--- config.mk ---
export PLATFORM = sky130hd
export DESIGN_NAME = pwm_gen_multi_flat
export DESIGN_NICKNAME = d
export VERILOG_FILES = /design/src/rtl/pwm_gen_multi_if.sv /design/src/rtl/pwm_gen_multi.sv /design/src/flat_wrapper.sv
export SDC_FILE = /design/constraint.sdc
export NUM_CORES = 1
export LEC_CHECK = 0
export ABC_AREA = 1
export CELL_PAD_IN_SITES_DETAIL_PLACEMENT = 1
export CELL_PAD_IN_SITES_GLOBAL_PLACEMENT = 1
export CORE_AREA = 3 3 112 114
export CTS_CLUSTER_DIAMETER = 120
export DETAILED_ROUTE_END_ITERATION = 16
export DIE_AREA = 0 0 115 117
export DONT_BUFFER_PORTS = 1
export MAX_ROUTING_LAYER = met4
export PLACE_DENSITY_LB_ADDON = 0.1
export SETUP_SLACK_MARGIN = 0.3
export SYNTH_ARGS = -nofsm -noshare
export SYNTH_HDL_FRONTEND = slang
export SYNTH_SLANG_ARGS = --single-unit
--- constraint.sdc ---
create_clock -name clk -period 4.93 [get_ports clk]
set_input_delay 0.7395 -clock clk [delete_from_list [all_inputs] [get_ports clk]]
set_output_delay 0.7395 -clock clk [all_outputs]
set_load 0.005 [all_outputs]
--- src/rtl/pwm_gen_multi_if.sv ---
// Bus bundle for pwm_gen_multi: configuration/load inputs and the PWM, sync and ack outputs.
// PWM_GEN_MULTI_CENTER_EN adds the center-mode select and a count-direction debug signal.
interface pwm_gen_multi_if #(
    parameter int CNT_W = 8,
    parameter int N_CH  = 4
);
    logic                  en;
    logic [CNT_W-1:0]      period;
    logic [N_CH*CNT_W-1:0] duty;
    logic                  load;
    logic                  load_ack;
    logic                  sync;
    logic [N_CH-1:0]       out;
`ifdef PWM_GEN_MULTI_CENTER_EN
    logic                  center;
    logic                  dbg_dir;

    modport master (output en, period, duty, load, center,
                    input  load_ack, sync, out, dbg_dir);
    modport slave  (input  en, period, duty, load, center,
                    output load_ack, sync, out, dbg_dir);
`else
    modport master (output en, period, duty, load,
                    input  load_ack, sync, out);
    modport slave  (input  en, period, duty, load,
                    output load_ack, sync, out);
`endif
endinterface

--- src/rtl/pwm_gen_multi.sv ---
// N-channel PWM generator: one shared period counter, per-channel duty compare, shadowed settings.
// PWM_GEN_MULTI_CENTER_EN enables centre-aligned (up/down) counting selected per load.
module pwm_gen_multi #(
    parameter int CNT_W      = 8,
    parameter int N_CH       = 4,
    parameter int RST_PERIOD = 1,
    parameter int RST_DUTY   = 1
) (
    input  logic            clk,
    input  logic            rst,
    pwm_gen_multi_if.slave  bus_if
);
    // Handshake: load is a one-cycle strobe with no backpressure; load_ack pulses once
    // in the first cycle the captured values are active, however many loads preceded it.
    localparam logic [CNT_W-1:0] ONE   = CNT_W'(1);
    localparam logic [CNT_W-1:0] RST_P = CNT_W'(RST_PERIOD);
    localparam logic [CNT_W-1:0] RST_D = CNT_W'(RST_DUTY);

    logic [CNT_W-1:0]            cnt_q, cnt_d;
    logic [CNT_W-1:0]            p_act_q, p_act_d, p_sh_q, p_sh_d;
    logic [N_CH-1:0][CNT_W-1:0]  d_act_q, d_act_d, d_sh_q, d_sh_d, duty_in;
    logic                        pend_q, pend_d;
    logic                        ack_q, ack_d;
    logic                        sync_q, sync_d;
    logic [N_CH-1:0]             out_q, out_d;
    logic                        wrap, boundary;

    assign duty_in = bus_if.duty;

`ifdef PWM_GEN_MULTI_CENTER_EN
    typedef enum logic {DIR_UP = 1'b0, DIR_DOWN = 1'b1} dir_e;
    dir_e dir_q, dir_d;
    logic c_act_q, c_act_d, c_sh_q, c_sh_d;

    assign bus_if.dbg_dir = dir_q;

    // Up 0..P then down P-1..1; wrap is the last cycle before cnt returns to 0.
    always_comb begin
        dir_d = DIR_UP;
        cnt_d = '0;
        wrap  = 1'b0;
        if (c_act_q)
            wrap = (p_act_q == '0) ||
                   ((cnt_q == ONE) && ((dir_q == DIR_DOWN) || (p_act_q == ONE)));
        else
            wrap = (cnt_q == p_act_q);
        if (bus_if.en && !wrap) begin
            if (c_act_q && ((dir_q == DIR_DOWN) || (cnt_q == p_act_q))) begin
                cnt_d = cnt_q - ONE;
                dir_d = DIR_DOWN;
            end else begin
                cnt_d = cnt_q + ONE;
            end
        end
    end
`else
    always_comb begin
        wrap  = (cnt_q == p_act_q);
        cnt_d = '0;
        if (bus_if.en && !wrap) cnt_d = cnt_q + ONE;
    end
`endif

    // Idle counts as a boundary, so settings never change inside a running period.
    always_comb begin
        p_act_d  = p_act_q;
        d_act_d  = d_act_q;
        p_sh_d   = p_sh_q;
        d_sh_d   = d_sh_q;
        pend_d   = pend_q;
        ack_d    = 1'b0;
        boundary = !bus_if.en || wrap;
`ifdef PWM_GEN_MULTI_CENTER_EN
        c_act_d  = c_act_q;
        c_sh_d   = c_sh_q;
`endif
        if (bus_if.load && boundary) begin
            p_act_d = bus_if.period;
            d_act_d = duty_in;
            pend_d  = 1'b0;
            ack_d   = 1'b1;
`ifdef PWM_GEN_MULTI_CENTER_EN
            c_act_d = bus_if.center;
`endif
        end else if (pend_q && boundary) begin
            p_act_d = p_sh_q;
            d_act_d = d_sh_q;
            pend_d  = 1'b0;
            ack_d   = 1'b1;
`ifdef PWM_GEN_MULTI_CENTER_EN
            c_act_d = c_sh_q;
`endif
        end else if (bus_if.load) begin
            p_sh_d  = bus_if.period;
            d_sh_d  = duty_in;
            pend_d  = 1'b1;
`ifdef PWM_GEN_MULTI_CENTER_EN
            c_sh_d  = bus_if.center;
`endif
        end
    end

    always_comb begin
        out_d  = '0;
        sync_d = bus_if.en && (cnt_q == '0);
        for (int i = 0; i < N_CH; i++)
            out_d[i] = bus_if.en && (cnt_q < d_act_q[i]);
    end

    always_ff @(posedge clk or posedge rst) begin
        if (rst) begin
            cnt_q   <= '0;
            p_act_q <= RST_P;
            d_act_q <= {N_CH{RST_D}};
            p_sh_q  <= '0;
            d_sh_q  <= '0;
            pend_q  <= 1'b0;
            ack_q   <= 1'b0;
            sync_q  <= 1'b0;
            out_q   <= '0;
`ifdef PWM_GEN_MULTI_CENTER_EN
            dir_q   <= DIR_UP;
            c_act_q <= 1'b0;
            c_sh_q  <= 1'b0;
`endif
        end else begin
            cnt_q   <= cnt_d;
            p_act_q <= p_act_d;
            d_act_q <= d_act_d;
            p_sh_q  <= p_sh_d;
            d_sh_q  <= d_sh_d;
            pend_q  <= pend_d;
            ack_q   <= ack_d;
            sync_q  <= sync_d;
            out_q   <= out_d;
`ifdef PWM_GEN_MULTI_CENTER_EN
            dir_q   <= dir_d;
            c_act_q <= c_act_d;
            c_sh_q  <= c_sh_d;
`endif
        end
    end

    assign bus_if.out      = out_q;
    assign bus_if.sync     = sync_q;
    assign bus_if.load_ack = ack_q;
endmodule
--- src/flat_wrapper.sv ---
// flat-port wrapper written by rule: the top's interface ports become plain ports
module pwm_gen_multi_flat 
#(
    parameter int CNT_W      = 8,
    parameter int N_CH       = 4,
    parameter int RST_PERIOD = 1,
    parameter int RST_DUTY   = 1
)
  (clk, rst, bus_if_en, bus_if_period, bus_if_duty, bus_if_load, bus_if_load_ack, bus_if_sync, bus_if_out);
  pwm_gen_multi_if #(.CNT_W(CNT_W), .N_CH(N_CH)) bus_if_i ();
  input  logic clk;
  input  logic rst;
  input wire logic [$bits(bus_if_i.en)-1:0] bus_if_en;
  input wire logic [$bits(bus_if_i.period)-1:0] bus_if_period;
  input wire logic [$bits(bus_if_i.duty)-1:0] bus_if_duty;
  input wire logic [$bits(bus_if_i.load)-1:0] bus_if_load;
  output wire logic [$bits(bus_if_i.load_ack)-1:0] bus_if_load_ack;
  output wire logic [$bits(bus_if_i.sync)-1:0] bus_if_sync;
  output wire logic [$bits(bus_if_i.out)-1:0] bus_if_out;
  assign bus_if_i.en = bus_if_en;
  assign bus_if_i.period = bus_if_period;
  assign bus_if_i.duty = bus_if_duty;
  assign bus_if_i.load = bus_if_load;
  assign bus_if_load_ack = bus_if_i.load_ack;
  assign bus_if_sync = bus_if_i.sync;
  assign bus_if_out = bus_if_i.out;
  pwm_gen_multi #(.CNT_W(CNT_W), .N_CH(N_CH), .RST_PERIOD(RST_PERIOD), .RST_DUTY(RST_DUTY)) u_core (.clk(clk), .rst(rst), .bus_if(bus_if_i));
endmodule
# [Word level (Yosys, flattened, before mapping)]
# Index checks and enable logic that the tools add are counted.
[word_totals] register_bits=95 latch_bits=0 ram_bits=0 mem_bits_ro=0 out_inout_bits=6 word_cells=48 mem_count=0
[op_classes] n_addsub=1 n_mul=0 div_mod_pow=0 magnitude_cmp=4 eq_ne=1 shift=0 n_mux=10 bitwise_logic=2 n_reduce_logical=15
[ops] cell="two-way mux 32 bit" count=2
[ops] cell="< comparator 8 bit" count=4
[ops] cell="two-way mux 8 bit" count=3
[ops] cell="adder 8 x 1 -> 8 bit (second input constant)" count=1
[ops] cell="equality test 8 bit" count=1
[ops] cell="logical AND 1 bit" count=8
[ops] cell="zero test 8 bit" count=1
[ops] cell="two-way mux 1 bit" count=5
[ops] cell="AND reduction 3 bit" count=1
[ops] cell="nonzero test 3 bit" count=1
[ops] cell="zero test 1 bit" count=2
[ops] cell="NOT 1 bit" count=2
[ops] cell="nonzero test 2 bit" count=1
[ops] cell="logical OR 1 bit" count=1

# [Logic depth before layout (Yosys ltp)]
[logic_depth] ltp_word=5 depth_mapped=13

# [Worst setup path before layout]
# OpenSTA, ideal clock, no wires.
[synth_path] path_type="input to register" startpoint="input port bus_if_load" endpoint="register u_core.d_sh_q[10] in the netlist's numbering" setup_ns=0.117 arrival_time_ns=1.562 required_time_ns=4.813 slack_ns=3.251 stages=8 cell_sequence="buf_2 -> clkinv_1 -> nand2_1 -> nand2_2 -> buf_6 -> buf_4 -> nand3_1 -> nand2_1"
[synth_between] elab_chain_len=3
[synth_lines] element="from (decl)" line_no="flat_wrapper.sv:16" source="input wire logic [$bits(bus_if_i.load)-1:0] bus_if_load;"
[synth_lines] element="logical AND 1 bit" line_no="pwm_gen_multi.sv:77" source="if (bus_if.load && boundary) begin"
[synth_lines] element="NOT 1 bit (no source line)"
[synth_lines] element="AND reduction 3 bit (no source line) *"
[synth_lines] element="to (signal assigned)" line_no="pwm_gen_multi.sv:131" source="d_sh_q <= d_sh_d;"
[synth_lines] element="to (decl)" line_no="pwm_gen_multi.sv:21" source="logic [N_CH-1:0][CNT_W-1:0] d_act_q, d_act_d, d_sh_q, d_sh_d, duty_in;"
# Mark *: on every way between the ends. The rest lies on a longest branch, timed or not.
# A chain may end at the register's enable or synchronous reset.

# [Worst setup path in the final report]
[layout_path] startpoint="register u_core.cnt_q[1]" endpoint="register u_core.d_act_q[10] in the netlist's numbering"
[layout_between] elab_chain_len=4 word_cells_on_any_way=6
[layout_lines] element="from (decl)" line_no="pwm_gen_multi.sv:19" source="logic [CNT_W-1:0] cnt_q, cnt_d;"
[layout_lines] element="from (signal assigned)" line_no="pwm_gen_multi.sv:127" source="cnt_q <= cnt_d;"
[layout_lines] element="equality test 8 bit *" line_no="pwm_gen_multi.sv:58" source="wrap = (cnt_q == p_act_q);"
[layout_lines] element="logical OR 1 bit *" line_no="pwm_gen_multi.sv:72" source="boundary = !bus_if.en || wrap;"
[layout_lines] element="logical AND 1 bit, on equally long branches" line_no="pwm_gen_multi.sv:77, pwm_gen_multi.sv:85"
[layout_lines] element="two-way mux 32 bit / nonzero test 2 bit (equally long branches)"
[layout_lines] element="to (signal assigned)" line_no="pwm_gen_multi.sv:114" source="d_act_q <= {N_CH{RST_D}};"
[layout_lines] element="to (signal assigned)" line_no="pwm_gen_multi.sv:129" source="d_act_q <= d_act_d;"
[layout_lines] element="to (decl)" line_no="pwm_gen_multi.sv:21"
# Marks and branches as above.

==> out/qor.json <==
{
  "period_minus_slack_ns": 2.82,
  "pre_antenna_drt_iters": 4,
  "rsz0062_at_grt": "no",
  "final.period_utilization_pct": 57.1,
  "num_rows": 39,
  "postCtsHoldBufs": 0,
  "first_global_vias": 4638,
  "worst-slew-pin-transition_ns": 0.844,
  "numPortBuffers": 0,
  "clock_edge_transition_at_the_registers_on_the_reported_setup_and_hold_paths_ns": 0.07,
  "yosys_warnings": 0,
  "filler_cell_count": 1475,
  "post-dp-hpwl_mm": 8.72,
  "cts_setup_buffers": 0,
  "critical_path_peak_fanout": 66,
  "area_growth_pct": 6.33,
  "instances_no_fill": 843,
  "cts_num_sinks": 95,
  "critical_path_end": "u_core.d_act_q[10]$_DFFE_PP0P_",
  "cp_data_arrival_time_ns": 3.06,
  "num-nets-final": 769,
  "worstRegToRegCells": 12,
  "antenna_viol_nets_final": 0,
  "required_ns": 5.17,
  "fp.dieArea_sq_um": 13500,
  "fp.dieH_um": 117,
  "setup_total_negative_slack_ns": 0,
  "root_buffer": "clkbuf_16",
  "fp.coreArea_sq_um": 11500,
  "initial_core_util_pct": 45.2,
  "post_dp_cell_area_sq_um": 5240,
  "netlist_area_sq_um": 5200,
  "postCtsResizedCells": 0,
  "insertion_delay_ns": 0.35,
  "r2r_slack_ns": 2.11,
  "remaining_global_route_overflow": 0,
  "cts_max_level": 3,
  "synth_top_area_share_pct": 43.3,
  "irDropWorstVdd_uv": 164,
  "worstReg2RegStart": "u_core.cnt_q[1]$_DFF_PP0_",
  "finalHoldViolCount": 0,
  "layout.cells.most_common": "nand2_1",
  "synth_cells": 711,
  "worst_slew_margin_rel_pct": 43.5,
  "detailedRoute.firstIterationViolations": 249,
  "ys_ff_latch": 95,
  "grt_antenna_before_repair": 0,
  "routed_via_density": 5.06,
  "layout_common_cells": "nand2_1, dfrtp_1, inv_1",
  "highest_attainable_clock_frequency_mhz": 355,
  "synth_fp_nets": 785,
  "startpoint_type": "register",
  "cts-buffers-inserted": 9,
  "num_antenna_cells": 0,
  "clock_tree_from_tritoncts": "done",
  "fin_ws_ns": 2.11,
  "post_route_cells_drive_above_1_share_pct": 5.29,
  "cts_buffer_depth": 2,
  "critical_path.endpoint_type": "register",
  "slew_viol_final": 0,
  "io_pins": 50,
  "routed_wl_mm": 13.2,
  "yosys.cell_types.count": 25,
  "grt_start_max_net_pins": 67,
  "yosysTopAreaCell": "dfrtp_1",
  "place_congestion": 0.858,
  "r2r_end": "u_core.d_act_q[10]$_DFFE_PP0P_",
  "register_area_share_after_synthesis_pct": 45.8,
  "wl_per_cell_um": 15.6,
  "number_of_endpoints_failing_setup_at_the_final_stage": 0,
  "grt_first_pass_wirelength_mm": 22.9,
  "postLayoutCellArea_sq_um": 5530,
  "timing.max_cap.violations": 0,
  "setup.worst_path.class": "reg2reg",
  "drcViolationCount": 0,
  "hold_class": "in2async",
  "postSynthAreaPerCell_sq_um": 7.32,
  "die_boundary_width_um": 115,
  "gr-usage-all-layers_pct": 22.3,
  "total_leakage_power_nw": 3.15,
  "timing.critical_path.from": "u_core.cnt_q[1]$_DFF_PP0_",
  "largest_cells_by_area_after_synthesis": "dfrtp_1, nand2_1, ha_1",
  "via_total_after_detailed_routing": 4266,
  "utilization_pct": 48.0,
  "dp_slack_ns": 2.14,
  "run_status": "complete, no violations",
  "skew_ns": 0.00506,
  "dp.cells": 827,
  "power-per-cell-area_nw_per_um2": 396
}
-- layer usage --
metal  track usage [%]  part of all wire [%]  vias up
met3              3.65                   2.6       17
met2              35.0                    47       45
met1              29.6                    49     2093
li1                  -                     -     2111
met5                 -                     0        -
met4              7.43                   1.7        0
-- worst max-delay path: stages, from the launching register on --
cell,delay (ns)
dfrtp_1,0.61
inv_1,0.14
nand2_1,0.10
nand2_1,0.05
nand2_1,0.06
nor2_1,0.05
nand2_1,0.07
nand2_2,0.17
nand2_4,0.57
buf_4,0.61
nor2_1,0.10
nand2_1,0.09
nand2_1,0.05
-- layout make-up --
cell class	count	area, sq um	share of cell area, %
flip-flops and latches	95	2380	43.1
multi-input cells	494	2300	41.6
inverters	91	344	6.22
clock buffers	12	246	4.46
well taps	143	179	3.24
clock inverters	4	45.0	0.814
repair buffers	4	30.0	0.543
-- synthesized netlist by cell type --
| master | count |
|---|---|
| a21oi_1 | 17 |
| buf_1 | 4 |
| buf_2 | 11 |
| buf_4 | 7 |
| buf_6 | 3 |
| clkbuf_1 | 6 |
| clkinv_1 | 1 |
| dfrtp_1 | 90 |
| dfstp_2 | 5 |
| ha_1 | 30 |
| inv_1 | 89 |
| inv_2 | 1 |
| nand2_1 | 282 |
| nand2_2 | 3 |
| nand3_1 | 41 |
| nand4_1 | 6 |
| nor2_1 | 85 |
| nor2_2 | 9 |
| nor3_1 | 4 |
| nor3b_1 | 2 |
| o21a_1 | 4 |
| o21ai_0 | 5 |
| o31ai_1 | 1 |
| xnor2_1 | 3 |
| xor2_1 | 2 |
-- where the power goes --
part | total, mW | internal [mW] | switching, mW
Clock | 0.701 | 0.405 | 0.296
Sequential | 1.02 | 0.931 | 0.0941
Combinational | 0.467 | 0.167 | 0.300
Total | 2.19 | 1.50 | 0.690
-- logic make-up after synthesis --
family,Yosys count,share of synthesized area (%)
compound gates,27,2.84
xor+xnor,5,0.842
fa+ha+maj,30,7.22
buf+inv,122,10.0
flops,95,45.8
simple gates,432,33.3
-- per-stage QoR --
step	hold WS (ns)	total power [mW]
global placement	0.454	1.48
CTS	0.309	2.23
global route	0.319	2.36
finish	0.297	2.19
floorplan	0.442	1.39
detailed placement	0.459	1.51
-- how the worst min path moves through the flow --
stage | start | endpoint | slack [ns] | depth (start not counted)
6_report | rst | u_core.d_sh_q[20]$_DFFE_PP0P_ | 0.30 | 1
5_1_grt | rst | u_core.d_sh_q[20]$_DFFE_PP0P_ | 0.32 | 1
4_1_cts | rst | u_core.d_sh_q[20]$_DFFE_PP0P_ | 0.31 | 1
3_5_place_dp | u_core.d_sh_q[31]$_DFFE_PP0P_ | u_core.d_sh_q[31]$_DFFE_PP0P_ | 0.46 | 2
3_3_place_gp | u_core.d_sh_q[6]$_DFFE_PP0P_ | u_core.d_sh_q[6]$_DFFE_PP0P_ | 0.45 | 2
2_1_floorplan | u_core.d_sh_q[0]$_DFFE_PP0P_ | u_core.d_sh_q[0]$_DFFE_PP0P_ | 0.44 | 2
-- flip-flops by register name, summed over array words and instances (netlist names) --
register                count
u_core.p_sh_q               8
u_core.pend_q               1
u_core.p_act_q              8
u_core.cnt_q                8
u_core.bus_if.load_ack      1
u_core.bus_if.sync          1
u_core.d_sh_q              32
u_core.bus_if.out           4
u_core.d_act_q             32
(Power assumes the default switching activity.)
